## src/rtl/resv_issue_ctrl.sv

```systemverilog
// Reservation-station issue controller: oldest-first per-pipe pick, round-robin between pipes, insert/shift addressing.
// Latency: issue and insert decisions are combinational in the cycle the candidates appear; occupancy updates at the next edge.
// Backpressure: dec_ready drops when full, during flush and during the clear cycle; no same-cycle full bypass.
// Optional build macro RESV_ISSUE_CTRL_STAT_EN adds per-pipe issue counters (stat_iss0/stat_iss1).
module resv_issue_ctrl #(
    parameter int W_ident = 4,
    parameter int DEPTH   = 8
) (
    input  logic                       clk,
    input  logic                       rst_n,
    input  logic                       flush,
    input  logic                       dec_valid,
    output logic                       dec_ready,
    input  logic [DEPTH*W_ident-1:0]   cand0_bus,
    input  logic [DEPTH*W_ident-1:0]   cand1_bus,
    input  logic                       ex0_ready,
    input  logic                       ex1_ready,
    output logic                       iss_valid,
    output logic                       iss_pip,
    output logic [W_ident-1:0]         iss_idx,
    output logic [W_ident-1:0]         addr_insert,
    output logic [W_ident-1:0]         addr_shift,
    output logic                       rs_clear,
`ifdef RESV_ISSUE_CTRL_STAT_EN
    output logic [31:0]                stat_iss0,
    output logic [31:0]                stat_iss1,
`endif
    output logic [W_ident-1:0]         occ
);

    localparam logic [W_ident-1:0] NO_CELL = '1;
    localparam logic [W_ident-1:0] FULL    = W_ident'(DEPTH);

    logic [W_ident-1:0] occ_q;
    logic               rr_q;
    logic               init_q;

    logic               found0, found1;
    logic [W_ident-1:0] sel0, sel1;
    logic               has0, has1;
    logic               both;
    logic               insert;

    // Lowest-positioned slice naming a live cell wins; the pick carries the cell address it names.
    function automatic logic [W_ident:0] pick(input logic [DEPTH*W_ident-1:0] bus,
                                              input logic [W_ident-1:0] lim);
        logic [W_ident:0]   res;
        logic [W_ident-1:0] slice;
        res = {1'b0, NO_CELL};
        for (int i = DEPTH - 1; i >= 0; i--) begin
            slice = bus[i*W_ident +: W_ident];
            if (slice != NO_CELL && slice < lim) begin
                res = {1'b1, slice};
            end
        end
        return res;
    endfunction

    // Reset low, the post-reset init cycle and flush all clear the cells.
    assign rs_clear = !rst_n || init_q || flush;

    assign {found0, sel0} = pick(cand0_bus, occ_q);
    assign {found1, sel1} = pick(cand1_bus, occ_q);
    assign has0 = found0 && ex0_ready;
    assign has1 = found1 && ex1_ready;

    // Arbitrate between the pipes: single requester wins, rr breaks ties; nothing issues while clearing.
    always_comb begin
        iss_valid = 1'b0;
        iss_pip   = 1'b0;
        iss_idx   = NO_CELL;
        both      = 1'b0;
        if (!rs_clear) begin
            if (has0 && has1) begin
                both      = 1'b1;
                iss_valid = 1'b1;
                iss_pip   = rr_q;
                iss_idx   = rr_q ? sel1 : sel0;
            end else if (has0) begin
                iss_valid = 1'b1;
                iss_idx   = sel0;
            end else if (has1) begin
                iss_valid = 1'b1;
                iss_pip   = 1'b1;
                iss_idx   = sel1;
            end
        end
    end

    assign addr_shift = iss_valid ? iss_idx : NO_CELL;
    assign dec_ready  = (occ_q != FULL) && !rs_clear;
    assign insert     = dec_valid && dec_ready;

    // A same-cycle issue shifts the tail down by one, so the new entry lands one slot lower.
    always_comb begin
        addr_insert = NO_CELL;
        if (insert) begin
            addr_insert = iss_valid ? (occ_q - 1'b1) : occ_q;
        end
    end

    assign occ = occ_q;

    // Occupancy, round-robin flag and init flag.
    always_ff @(posedge clk or negedge rst_n) begin
        if (!rst_n) begin
            occ_q  <= '0;
            rr_q   <= 1'b0;
            init_q <= 1'b1;
        end else begin
            init_q <= 1'b0;
            if (flush) begin
                occ_q <= '0;
                rr_q  <= 1'b0;
            end else begin
                occ_q <= occ_q + W_ident'(insert) - W_ident'(iss_valid);
                if (both) begin
                    rr_q <= ~rr_q;
                end
            end
        end
    end

`ifdef RESV_ISSUE_CTRL_STAT_EN
    // Per-pipe issue counters; wrap naturally and survive flush.
    always_ff @(posedge clk or negedge rst_n) begin
        if (!rst_n) begin
            stat_iss0 <= '0;
            stat_iss1 <= '0;
        end else if (iss_valid) begin
            if (iss_pip) begin
                stat_iss1 <= stat_iss1 + 32'd1;
            end else begin
                stat_iss0 <= stat_iss0 + 32'd1;
            end
        end
    end
`endif

endmodule
```

## config.mk

```make
export PLATFORM = sky130hd
export DESIGN_NAME = resv_issue_ctrl
export DESIGN_NICKNAME = d
export VERILOG_FILES = /design/src/rtl/resv_issue_ctrl.sv
export SDC_FILE = /design/constraint.sdc
export NUM_CORES = 1
export LEC_CHECK = 0
export CAP_MARGIN = 20
export CORE_MARGIN = 2
export CORE_UTILIZATION = 40
export DETAILED_ROUTE_END_ITERATION = 10
export PLACE_DENSITY = 0.73
export SLEW_MARGIN = 20
export SYNTH_ARGS = -nofsm -noshare
export SYNTH_HDL_FRONTEND = slang
export SYNTH_SLANG_ARGS = --single-unit
```

## constraint.sdc

```tcl
create_clock -name clk -period 4.95 [get_ports clk]
set_input_delay 0.7425 -clock clk [delete_from_list [all_inputs] [get_ports clk]]
set_output_delay 0.7425 -clock clk [all_outputs]
set_load 0.02 [all_outputs]
```

Word-level counts from Yosys, hierarchy flattened
Cells that the tools add are included.
{"block": "totals", "regBits": 6, "out_inout_bits": 20}
{"block": "op_classes", "n_addsub": 3, "n_lt_le_gt_ge": 16, "eq_ne": 17, "n_mux": 36, "n_bitwise": 1, "n_reduce_logical": 26}
{"cell": "two-way mux 5 bit", "n": 16}
{"cell": "!= test 4 bit (second input constant)", "n": 17}
{"cell": "less-than comparator 4 bit", "n": 16}
{"cell": "two-way mux 4 bit", "n": 9}
{"cell": "logical AND 1 bit", "n": 21}
{"cell": "two-way mux 1 bit", "n": 11}
{"cell": "adder 4 x 1 -> 4 bit", "n": 1}
{"cell": "subtractor 4 x 1 -> 4 bit", "n": 1}
{"cell": "subtractor 4 x 1 -> 4 bit (second input constant)", "n": 1}
{"cell": "logical NOT 1 bit", "n": 2}
{"cell": "logical OR 1 bit", "n": 2}
{"cell": "nonzero test 2 bit", "n": 1}
{"cell": "NOT 1 bit", "n": 1}

Depth between registers and ports, before layout
Gate-level depths: netlist of the first run.
{"block": "logic_depth", "word_depth": 17, "ltp_mapped": 16, "ltp_nobuf": 16}

Worst setup path before layout of the first run
No wires, ideal clock.
{"block": "synth_timing", "path_kind": "reg-to-output", "start": "register occ_q[1] (netlist: occ[1])", "end": "output port addr_shift[1]", "arrival_time_ns": 3.038, "required_time_ns": 4.208, "slack_ns": 1.169, "path_stages_with_launch": 10, "path_buffers": 0, "path_cell_list": "dfrtp_1 -> inv_1 -> ha_1 -> a2111oi_0 -> o21a_1 -> a2111o_1 -> o41ai_4 -> nor2_2 -> nor3_4 -> a32oi_1"}
{"block": "synth_via", "elab_chain_cells": 16}
{"element": "start: declaration", "line_no": "34", "source": "logic [W_ident-1:0] occ_q;"}
{"element": "start signal: assignment", "line_no": "116", "source": "occ_q <= occ_q + W_ident'(insert) - W_ident'(iss_valid);"}
{"element": "less-than comparator 4 bit", "line_no": "52", "source": "if (slice != NO_CELL && slice < lim) begin"}
{"element": "logical AND 1 bit", "line_no": "52"}
{"element": "two-way mux 5 bit (8 in a row)", "line_no": "52"}
{"element": "logical AND 1 bit", "line_no": "65", "source": "assign has1 = found1 && ex1_ready;"}
{"element": "two-way mux 4 bit or two-way mux 1 bit (tied branches)", "line_no": "82", "source": "end else if (has1) begin"}
{"element": "two-way mux 4 bit or two-way mux 1 bit (tied branches)", "line_no": "79", "source": "end else if (has0) begin"}
{"element": "two-way mux 4 bit or two-way mux 1 bit (tied branches)", "line_no": "74", "source": "if (has0 && has1) begin"}
{"element": "two-way mux 4 bit or two-way mux 1 bit (tied branches)", "line_no": "73", "source": "if (!rs_clear) begin"}
{"element": "two-way mux 4 bit *", "line_no": "90", "source": "assign addr_shift = iss_valid ? iss_idx : NO_CELL;"}
{"element": "end: declaration", "line_no": "22", "source": "output logic [W_ident-1:0] addr_shift,"}
Every way passes the cells marked *; elsewhere a longest branch is shown, timed or not.

Worst setup path in the final report of the first run
{"block": "layout_timing", "start": "input port cand0_bus[9]", "end": "output port iss_idx[0]"}
{"block": "layout_via", "elab_chain_cells": 9}
{"element": "start: declaration", "line_no": "14", "source": "input logic [DEPTH*W_ident-1:0] cand0_bus,"}
{"element": "less-than comparator 4 bit or != test 4 bit (tied branches)", "line_no": "52"}
{"element": "logical AND 1 bit *", "line_no": "52"}
{"element": "two-way mux 5 bit * (3 in a row)", "line_no": "52"}
{"element": "logical AND 1 bit", "line_no": "64", "source": "assign has0 = found0 && ex0_ready;"}
{"element": "two-way mux 4 bit or logical AND 1 bit (tied branches)", "line_no": "79, 74"}
{"element": "two-way mux 4 bit *", "line_no": "74"}
{"element": "two-way mux 4 bit *", "line_no": "73"}
{"element": "end: declaration", "line_no": "20", "source": "output logic [W_ident-1:0] iss_idx,"}
Marked as above.

==> results.md, run 1 <==
- RSZ-0062 raised after global routing: no
- Setup Skew: around 3.3 ps
- HPWL after DPL: roughly 6300 um
- Global route overflow: 0
- Crit path DAT: approximately 4000 ps
- Starting density of the core: between 40% and 50%
- Syn_nets: 433
- P&R area growth vs syn: 43.1%
- Core Area: 5960 um^2
- DP Area: 3500 um^2
- Sw frac: between 50% and 60%
- Slew Limit Fails: 0
- Achievable Freq: around 0.21 GHz
- Vias: about 3000
- DRT Wirelength: ~8100 um
- Relative slew margins: between 40% and 50%
- Critical path startpoint: cand0_bus[9]
- Num CTS Buffers: 3
- Mapped Area: ~2500 um^2
- Final net count: between 500 and 600
- Min Tclk post-route: between 4000 and 5000 ps
- GR Util All Layers: a little under a quarter
- DRC viols: 0
- Filler cells: 567
- Syn avg cell area: a little over 8 um^2
- Sequential fraction of the synthesis area: under 10%
- Max Cap Viol: 0
- Mapped Cells: just over 300
- Routed Antenna Nets: 0
- Fin cells: 479
- Async SR Flop Fraction: 100%
- Logic pwr share: 84.6%
- Min-delay worst type: flop to flop
- Synth cell types: approximately 70
- H-tree depth: 1
- Reg2reg setup slack: 870 ps
- Post-synthesis register bit count: 6
- Die area: around 6900 um^2
- Share of cells above drive strength 1: around 7.2%
- CTS sink cnt: 6
- DR iter-0 viols: 183
- Die Width: between 80 and 90 um
- Dpl cells: 473
- Ant. Diodes: 0
- Port buffer count: 89
- Vert. Die Dim: 82.9 um
- Worst-case clock buffer depth: 2
- Initial antenna violation count: 0
- Most frequent cells in the layout: clkdlybuf4s50_1, ha_1, nor2_1, a21oi_1, o21ai_0
- Pleak: roughly 1.4 nW
- Vias in the first global route: 2807
- Register clock-pin slew on the reported worst setup and hold paths: around 40 ps
- Tcrit/Tclk final: 95.8%
- Reg-to-Reg Start: occ[3]
- Ports: 90
- Pint: around 0.00047 W
- Tightest Pin Transition: roughly 800 ps
- Row count: 28
- Final instance area: 3570 um^2
- Worst-path maximum fanout: 8
- Later-pin clock latency in the skew report: roughly 230 ps
- Yosys warns: 0
- DR WL/cell: roughly 17 um
- Switching power of the nets: just over 0.0005 W
- Register share of total power: under 10%
- Worst setup SP type: primary input
- Main synth FF type: dfrtp_1
- VDD IR-drop max: between 0.15 and 0.2 mV
- Post-synth EDFFs: 0
- Vias per cell: about 6.2
- Setup CP Type: primary input to primary output
- Critical path required time: 4210 ps
- CTS tree: done
- Largest net degree at the start of global routing: 18
- Final RePlAce weighted congestion: 0.882
- FF-to-FF End: occ[2]
- Setup_tns: 0 ps
- Hold violation total from the final report: 0
- First-pass GRT wire length: about 13000 um
- First-pass DRT Iterations: 5
- Setup violations, final: 0
- Most common cell after layout, fill and taps aside: clkdlybuf4s50_1
- Outcome: completed
- Worst Reg-to-Reg Cells: 14
- Clock share of power: under 10%
- Clock root buffer: clkbuf_8
- Crit. End Element: primary output
- Worst setup endpoint: iss_idx[0]
- Power density cells: about 280 nW/um^2
## routing by layer
layer	wire length [um]	global-route usage, %	up-vias	share of wire, %
met2	3850	39.7	102	48
met5	0	0	-	0
li1	-	-	1454	-
met3	421	2.68	2	5.2
met1	3800	31.2	1414	47
met4	6	1.94	0	0.074
## through the flow
step           setup WS [ps]  hold slack, ps  utilization, %  power [W]
2_1_floorplan           1170             447               -   0.000631
3_3_place_gp             205             597            58.8   0.000871
3_5_place_dp             153             606            58.8   0.000887
4_1_cts                  129             612            59.5   0.000974
5_1_grt                 23.4             647            59.9    0.00108
6_report                 210             620            59.9   0.000982
## synthesized netlist by cell type (all sizes together), types with 6 or more instances
| cell type | instances | share of area (%) |
|---|---|---|
| ha | 56 | 28 |
| o21ai | 31 | 6.8 |
| nor2 | 23 | 3.6 |
| a21oi | 22 | 4.9 |
| nand2b | 15 | 3.8 |
| nor3 | 12 | 3.1 |
| inv | 11 | 1.8 |
| o21a | 11 | 3.3 |
| a211oi | 10 | 3.2 |
| a41oi | 9 | 3.2 |
| nand2 | 9 | 1.4 |
| a31oi | 6 | 1.5 |
| nand3 | 6 | 1.4 |
## power by group through the flow
stage | clock network (W) | registers [W] | logic [W]
detailed placement | 0 | 0.0000719 | 0.000815
CTS | 0.0000806 | 0.0000712 | 0.000822
global route | 0.0000829 | 0.0000731 | 0.000928
floorplan | 0 | 0.0000721 | 0.000559
global placement | 0 | 0.0000723 | 0.000799
finish | 0.0000796 | 0.0000718 | 0.000831
## registers in the layout, summed over array words and instances, names as in the netlist
| signal | flops |
|---|---|
| occ | 4 |
| init_q | 1 |
| rr_q | 1 |
## cells by family after synthesis
| kind of cell | share of synthesized area, % |
|---|---|
| buf+inv | 2.36 |
| other cells | 0.150 |
| fa+ha+maj | 28.9 |
| flops | 6.07 |
| simple gates | 18.9 |
| xor+xnor | 1.05 |
| mux | 2.46 |
| compound gates | 40.1 |
## layout make-up
cell class,count,area (um^2),area share [%]
flip-flops and latches,6,151,4.25
well taps,75,93.8,2.63
repair buffers,96,943,26.5
inverters,11,43.8,1.23
clock buffers,4,45.0,1.26
multi-input cells,287,2290,64.2
## repair_timing
action                                  in CTS  in global routing
resized for setup                            0                  1
hold buffers                                 0                  0
setup buffers                                0                  2
hold endpoints to repair                     0                  0
endpoints found under the setup margin       0                  5
## worst max-delay path, cell delays in order
cell	delay, ps
clkdlybuf4s50_1	460
ha_1	310
a2111oi_0	500
o21a_1	340
a2111o_1	190
o41ai_4	80
buf_4	180
buf_4	140
nor3_4	300
a22oi_1	170
clkdlybuf4s50_1	570
## worst min path at each step
stage / startpoint / to / slack (ps) / cells past startpoint
2_1_floorplan: rst_n / occ[0] / 450 / 0
3_3_place_gp: rr_q / rr_q / 600 / 2
3_5_place_dp: rr_q / rr_q / 610 / 2
4_1_cts: rr_q / rr_q / 610 / 2
5_1_grt: rr_q / rr_q / 650 / 2
6_report: rr_q / rr_q / 620 / 2
Power figures use the tool's default switching activity.
==> run 2: changes to the inputs <==
- CORE_UTILIZATION: 40 -> 47
- PLACE_DENSITY: 0.73 -> 0.84
==> run 2 against run 1 <==
- combinational power increased by 2%
- utilization increased by 9.9 points
- routed wire length decreased by 1.1%
- sequential power decreased by 2%
- global-route usage increased by 3.8 points
- fmax decreased by 0.16%
- sequential share of layout area about the same
- worst setup slack got worse by 7.7 ps
- critical path depth unchanged
- clock power increased by 7.4%
- largest cell class unchanged
==> results.md, run 2 (synthesized netlist as in run 1, its figures left out) <==
- RSZ-0062 raised after global routing: no (unchanged)
- VDD IR-drop max: 0.217 mV (was 0.169 mV)
- FF-to-FF End: occ[2] (unchanged)
- Ant. Diodes: 0 (unchanged)
- Hold path depth: 2 (unchanged)
- Clock root buffer: clkbuf_8 (unchanged)
- Reg2reg setup slack: 820 ps (was 870 ps)
- Hold Crit Endpoint: rr_q (unchanged)
- Worst-case clock buffer depth: 2 (unchanged)
- Worst setup SP type: primary input (unchanged)
- Outcome: completed (unchanged)
- P&R area growth vs syn: 43.0% (was 43.1%)
- Most frequent cells in the layout: clkdlybuf4s50_1, ha_1, nor2_1, a21oi_1, o21ai_0 (unchanged)
- Dpl cells: 470 (was 473)
- CTS sink cnt: 6 (unchanged)
- Pwr Total: 0.00100 W (was 0.000982 W)
- Min-delay worst type: flop to flop (unchanged)
- Cell Chain, Critical Path: clkdlybuf4s50_1 -> ha_1 -> or2_2 -> a21oi_1 -> a21o_1 -> a2111o_1 -> o41ai_4 -> a21oi_4 -> and3_1 -> o21ai_1 -> clkdlybuf4s50_1 (was clkdlybuf4s50_1 -> ha_1 -> a2111oi_0 -> o21a_1 -> a2111o_1 -> o41ai_4 -> buf_4 -> buf_4 -> nor3_4 -> a22oi_1 -> clkdlybuf4s50_1)
- Ports: 90 (unchanged)
- Die area: 5900 um^2 (was 6880 um^2)
- Largest net degree at the start of global routing: 18 (unchanged)
- Hold Startpoint: rr_q (unchanged)
- Largest register FFs: 4 (unchanged)
- Initial antenna violation count: 0 (unchanged)
- H-tree depth: 1 (unchanged)
- Crit path DAT: 4000 ps (about the same)
- Worst-path maximum fanout: 9 (was 8)
- Buf/Inv on CP: 2 (was 4)
- Final setup margin: 203 ps (was 210 ps)
- Post-Place Worst Slack: 221 ps (was 153 ps)
- HPWL after DPL: 6400 um (was 6330 um)
- Achievable Freq: 0.211 GHz (about the same)
- Critical path required time: 4210 ps (about the same)
- Setup_tns: 0 ps (unchanged)
- Crit. End Element: primary output (unchanged)
- Slew Limit Fails: 0 (unchanged)
- CP dominant cell by count: clkdlybuf4s50_1
- Max Cap Viol: 0 (unchanged)
- Global route overflow: 0 (unchanged)
- Worst Reg-to-Reg Cells: 14 (unchanged)
- DR iter-0 viols: 90 (was 183)
- Tightest Pin Transition: 839 ps (was 823 ps)
- Filler cells: 452 (was 567)
- Later-pin clock latency in the skew report: 240 ps (was 230 ps)
- Routed Antenna Nets: 0 (unchanged)
- Relative slew margins: 44.1% (was 45.2%)
- Share of cells above drive strength 1: 7.43% (was 7.18%)
- Final net count: 532 (unchanged)
- DRC viols: 0 (unchanged)
- Vias: 2950 (was 2972)
- Vias in the first global route: 2911 (was 2807)
- Min Tclk post-route: 4750 ps (was 4740 ps)
- CTS tree: done (unchanged)
- Fin cells: 474 (was 479)
- Register clock-pin slew on the reported worst setup and hold paths: 40 ps (about the same)
- First-pass DRT Iterations: 4 (was 5)
- Die Width: 76.8 um (was 82.9 um)
- DR WL/cell: 16.9 um (about the same)
- Hold violation total from the final report: 0 (unchanged)
- Final RePlAce weighted congestion: 0.913 (was 0.882)
- Crit path max-delay family: compound AO/OA/AOI/OAI gates (was buffers and inverters)
- Setup CP Type: primary input to primary output (unchanged)
- Power density cells: 281 nW/um^2 (was 276 nW/um^2)
- Num CTS Buffers: 3 (unchanged)
- First-pass GRT wire length: 13200 um (was 13400 um)
- Core Area: 5110 um^2 (was 5960 um^2)
- Port buffer count: 89 (unchanged)
- Setup Skew: 6.13 ps (was 3.27 ps)
- Setup violations, final: 0 (unchanged)
- Crit-path slowest cell: clkdlybuf4s50_1 (unchanged)
- Tcrit/Tclk final: 95.9% (was 95.8%)
- DRT Wirelength: 7990 um (was 8080 um)
- Row count: 26 (was 28)
- Vert. Die Dim: 76.8 um (was 82.9 um)
- Vias per cell: 6.22 (was 6.20)
- Reg-to-Reg Start: occ[1] (was occ[3])
- Crit-path max cell delay: 620 ps (was 570 ps)
- Starting density of the core: 48.8% (was 41.8%)
- Pleak: 1.37 nW (about the same)
- Most common cell after layout, fill and taps aside: clkdlybuf4s50_1 (unchanged)
- GR Util All Layers: 26.6% (was 22.8%)
-- run 2: cell types whose count changed in the layout (fill, tap and decap cells not counted) --
| cell | delta |
|---|---|
| a2111oi_0 | -1 |
| a2111oi_1 | +1 |
| clkinvlp_4 | +1 |
| inv_1 | -1 |
-- run 2: per-layer routing --
metal / track usage (%) / part of all wire (%) / vias up
met4: 3.82 / 0.50 / 0
met5: 0 / 0 / -
li1: - / - / 1450
met2: 47.5 / 48 / 105
met3: 4.35 / 6.3 / 4
met1: 34.0 / 45 / 1391
-- run 2: worst max path at each step --
stage	startpoint	end	cells past startpoint
2_1_floorplan	occ[1]	addr_shift[1]	9
3_3_place_gp	cand1_bus[27]	addr_shift[0]	10
3_5_place_dp	cand1_bus[27]	iss_idx[0]	10
4_1_cts	cand1_bus[27]	iss_idx[0]	10
5_1_grt	occ[1]	iss_idx[3]	11
6_report	cand0_bus[14]	addr_insert[2]	11
-- run 2: tightest hold or removal path, cell delays in order, from the launching register on --
cell and delay, ps:
dfrtp_1 390, inv_1 100, a21o_1 120
-- run 2: power breakdown --
part | internal [W] | switching, W
logic | 0.000364 | 0.000481
clock network | 0.0000561 | 0.0000294
registers | 0.0000566 | 0.0000141
total | 0.000477 | 0.000525
-- run 2: what timing repair did --
action                                  4_1_cts  5_1_grt
setup buffers                                 0        0
endpoints found under the setup margin        0        8
resized for setup                             0        3
hold buffers                                  0        0
-- run 2: cell type report --
| type | instances | area, um^2 | area share, % |
|---|---|---|---|
| inverter | 11 | 47.5 | 1.33 |
| sequential | 6 | 151 | 4.25 |
| tap | 70 | 87.6 | 2.46 |
| multi-input combinational | 287 | 2290 | 64.2 |
| timing repair buffer | 96 | 943 | 26.5 |
| clock buffer | 4 | 45.0 | 1.26 |
-- run 2: through the flow --
step / utilization [%] / hold WS (ps) / area (um^2)
after CTS: 69.6 / 633 / 3550
final: 69.8 / 645 / 3560
after floorplan: - / 447 / 2490
after global routing: 69.8 / 669 / 3560
after global placement: 68.7 / 600 / 3510
after detailed placement: 68.7 / 616 / 3510
==> run 3: changes to the inputs <==
- CORE_UTILIZATION: 47 -> 46
- DONT_BUFFER_PORTS: not set -> 1
- PLACE_DENSITY: 0.84 -> not set
==> run 3 against run 2 <==
- critical endpoint is now addr_shift[3]
- die area up 2.1%
- clock skew rose by 2.7 ps
- sequential cell count is the same
- critical path type is now flop to primary output
- combinational power is 15% lower
- clock-buffer cell count is the same
- fmax grew 6.5%
==> results.md, run 3 (synthesized netlist as in run 1, its figures left out) <==
- Outcome: completed (unchanged)
- Port buffer count: 0 (was 89)
- Relative slew margins: 53.1% (was 44.1%)
- DRC viols: 0 (unchanged)
- WHS: 205 ps (was 645 ps)
- DRT Wirelength: 7200 um (was 7990 um)
- Slew Limit Fails: 0 (unchanged)
- First-pass DRT Iterations: 5 (was 4)
- Tightest Pin Transition: 694 ps (was 839 ps)
- Sw frac: 54.8% (was 52.4%)
- Num CTS Buffers: 3 (unchanged)
- Max Cap Viol: 0 (unchanged)
- RSZ-0062 raised after global routing: no (unchanged)
- Achievable Freq: 0.224 GHz (was 0.211 GHz)
- Final RePlAce weighted congestion: 0.847 (was 0.913)
- Buf/Inv on CP: 1 (was 2)
- Vias: 2548 (was 2950)
- Worst setup SP type: flop (was primary input)
- Pint: 0.000394 W (was 0.000477 W)
- Largest register FFs: 4 (unchanged)
- Min Tclk post-route: 4460 ps (was 4750 ps)
- Largest net degree at the start of global routing: 17 (was 18)
- Most common cell after layout, fill and taps aside: ha_1 (was clkdlybuf4s50_1)
- Initial antenna violation count: 0 (unchanged)
- Post-CTS Setup Repair Bufs: 0 (unchanged)
- Row count: 26 (unchanged)
- Clock root buffer: clkbuf_8 (unchanged)
- Register share of total power: 8.2% (was 7.1%)
- Ports: 90 (unchanged)
- CTS resizes: 0 (unchanged)
- CP dominant cell by count: o21a_1 (was clkdlybuf4s50_1)
- Logic pwr share: 82.6% (was 84.4%)
- VDD IR-drop max: 0.205 mV (was 0.217 mV)
- Crit path max-delay family: compound AO/OA/AOI/OAI gates (unchanged)
- Cell Chain, Critical Path: inv_1 -> ha_1 -> o21a_1 -> nor2_1 -> o21a_1 -> a2111o_1 -> o41ai_4 -> nor2_2 -> nor3_4 -> a32oi_1 (was clkdlybuf4s50_1 -> ha_1 -> or2_2 -> a21oi_1 -> a21o_1 -> a2111o_1 -> o41ai_4 -> a21oi_4 -> and3_1 -> o21ai_1 -> clkdlybuf4s50_1)
- CTS sink cnt: 6 (unchanged)
- HPWL after DPL: 5910 um (was 6400 um)
- Tcrit/Tclk final: 90.1% (was 95.9%)
- DR iter-0 viols: 80 (was 90)
- Critical path required time: 4210 ps (about the same)
- Vias in the first global route: 2418 (was 2911)
- Die Width: 77.6 um (was 76.8 um)
- GR Util All Layers: 23.4% (was 26.6%)
- Starting density of the core: 48.2% (was 48.8%)
- Setup violations, final: 0 (unchanged)
- Min-delay worst type: primary input to async pin (was flop to flop)
- Die area: 6020 um^2 (was 5900 um^2)
- Register clock-pin slew on the reported worst setup and hold paths: 40 ps (about the same)
- Vias per cell: 6.65 (was 6.22)
- Crit-path max cell delay: 510 ps (was 620 ps)
- H-tree depth: 1 (unchanged)
- Worst-case clock buffer depth: 2 (unchanged)
- Clock share of power: 9.2% (was 8.5%)
- Setup Skew: 8.85 ps (was 6.13 ps)
- Most frequent cells in the layout: ha_1, nor2_1, a21oi_1, o21ai_0, nand2b_1 (was clkdlybuf4s50_1, ha_1, nor2_1, a21oi_1, o21ai_0)
- Worst-path maximum fanout: 16 (was 9)
- First-pass GRT wire length: 11600 um (was 13200 um)
- Final net count: 441 (was 532)
- Pleak: 1.01 nW (was 1.37 nW)
- Hold violation total from the final report: 0 (unchanged)
- Setup CP Type: flop to primary output (was primary input to primary output)
- DR WL/cell: 18.8 um (was 16.9 um)
- Crit-path slowest cell: dfrtp_1 (was clkdlybuf4s50_1)
- Routed Antenna Nets: 0 (unchanged)
- Crit. End Element: primary output (unchanged)
- Reg2reg setup slack: 810 ps (was 820 ps)
- Ant. Diodes: 0 (unchanged)
- Share of cells above drive strength 1: 8.63% (was 7.43%)
- Core Area: 5170 um^2 (was 5110 um^2)
- Hold buffers post-CTS: 0 (unchanged)
- CTS tree: done (unchanged)
- Global route overflow: 0 (unchanged)
- P&R area growth vs syn: 6.22% (was 43.0%)
- Power density cells: 329 nW/um^2 (was 281 nW/um^2)
- Setup_tns: 0 ps (unchanged)
- Vert. Die Dim: 77.6 um (was 76.8 um)
- Switching power of the nets: 0.000478 W (was 0.000525 W)
- Crit path DAT: 3720 ps (was 4000 ps)
- Later-pin clock latency in the skew report: 230 ps (was 240 ps)
[run 3: worst reg2reg max path: stages (launching register included)]
cell	delay, ps
dfrtp_1	490
inv_1	390
buf_4	300
ha_1	270
a211oi_1	90
o211ai_2	280
nand2_1	230
o41ai_4	550
a21oi_4	220
ha_1	350
inv_1	40
ha_1	200
fa_1	380
xor2_1	180
nor2_1	50
[run 3: through the flow]
step | utilization (%) | instances | power [W] | setup WS (ps) | instance area [um^2]
2_1_floorplan | - | 306 | 0.000631 | 1170 | 2490
3_5_place_dp | 50.3 | 379 | 0.000786 | 741 | 2600
3_3_place_gp | 50.3 | 379 | 0.000775 | 798 | 2600
4_1_cts | 51.2 | 383 | 0.000871 | 479 | 2650
6_report | 51.2 | 383 | 0.000872 | 491 | 2650
5_1_grt | 51.2 | 383 | 0.000973 | 270 | 2650
[run 3: worst paths after layout]
kind,start,endpoint,depth (start not counted)
setup / recovery,occ[3],addr_shift[3],10
hold / removal,rst_n,occ[2],0
setup reg to reg,occ[1],occ[2],14
hold reg to reg,rr_q,rr_q,2
max in group asynchronous,rst_n,init_q,0
min in group clk,flush,occ[2],1
[run 3: routing by layer]
layer	vias to the layer above	routed length (um)	GRT usage (%)	share of wire, %
met4	0	0	3.39	0
met1	1169	3410	33.1	47
met5	-	0	0	0
li1	1268	-	-	-
met3	0	655	5.70	9.1
met2	111	3130	36.6	44
[run 3: power by group through the flow]
| stage | Combinational [W] | Sequential, W | Clock [W] |
|---|---|---|---|
| after floorplan | 0.000559 | 0.0000721 | 0 |
| after CTS | 0.000718 | 0.0000712 | 0.0000816 |
| after global placement | 0.000703 | 0.0000715 | 0 |
| after detailed placement | 0.000714 | 0.0000718 | 0 |
| after global routing | 0.000817 | 0.0000723 | 0.0000840 |
| final | 0.000721 | 0.0000713 | 0.0000803 |
[run 3: final cells by class]
cell class | instances | area [um^2]
Tap cell | 70 | 87.6
Sequential cell | 6 | 151
Timing Repair Buffer | 5 | 37.5
Multi-Input combinational cell | 287 | 2280
Inverter | 11 | 43.8
Fill cell | 505 | 2520
Clock buffer | 4 | 45.0
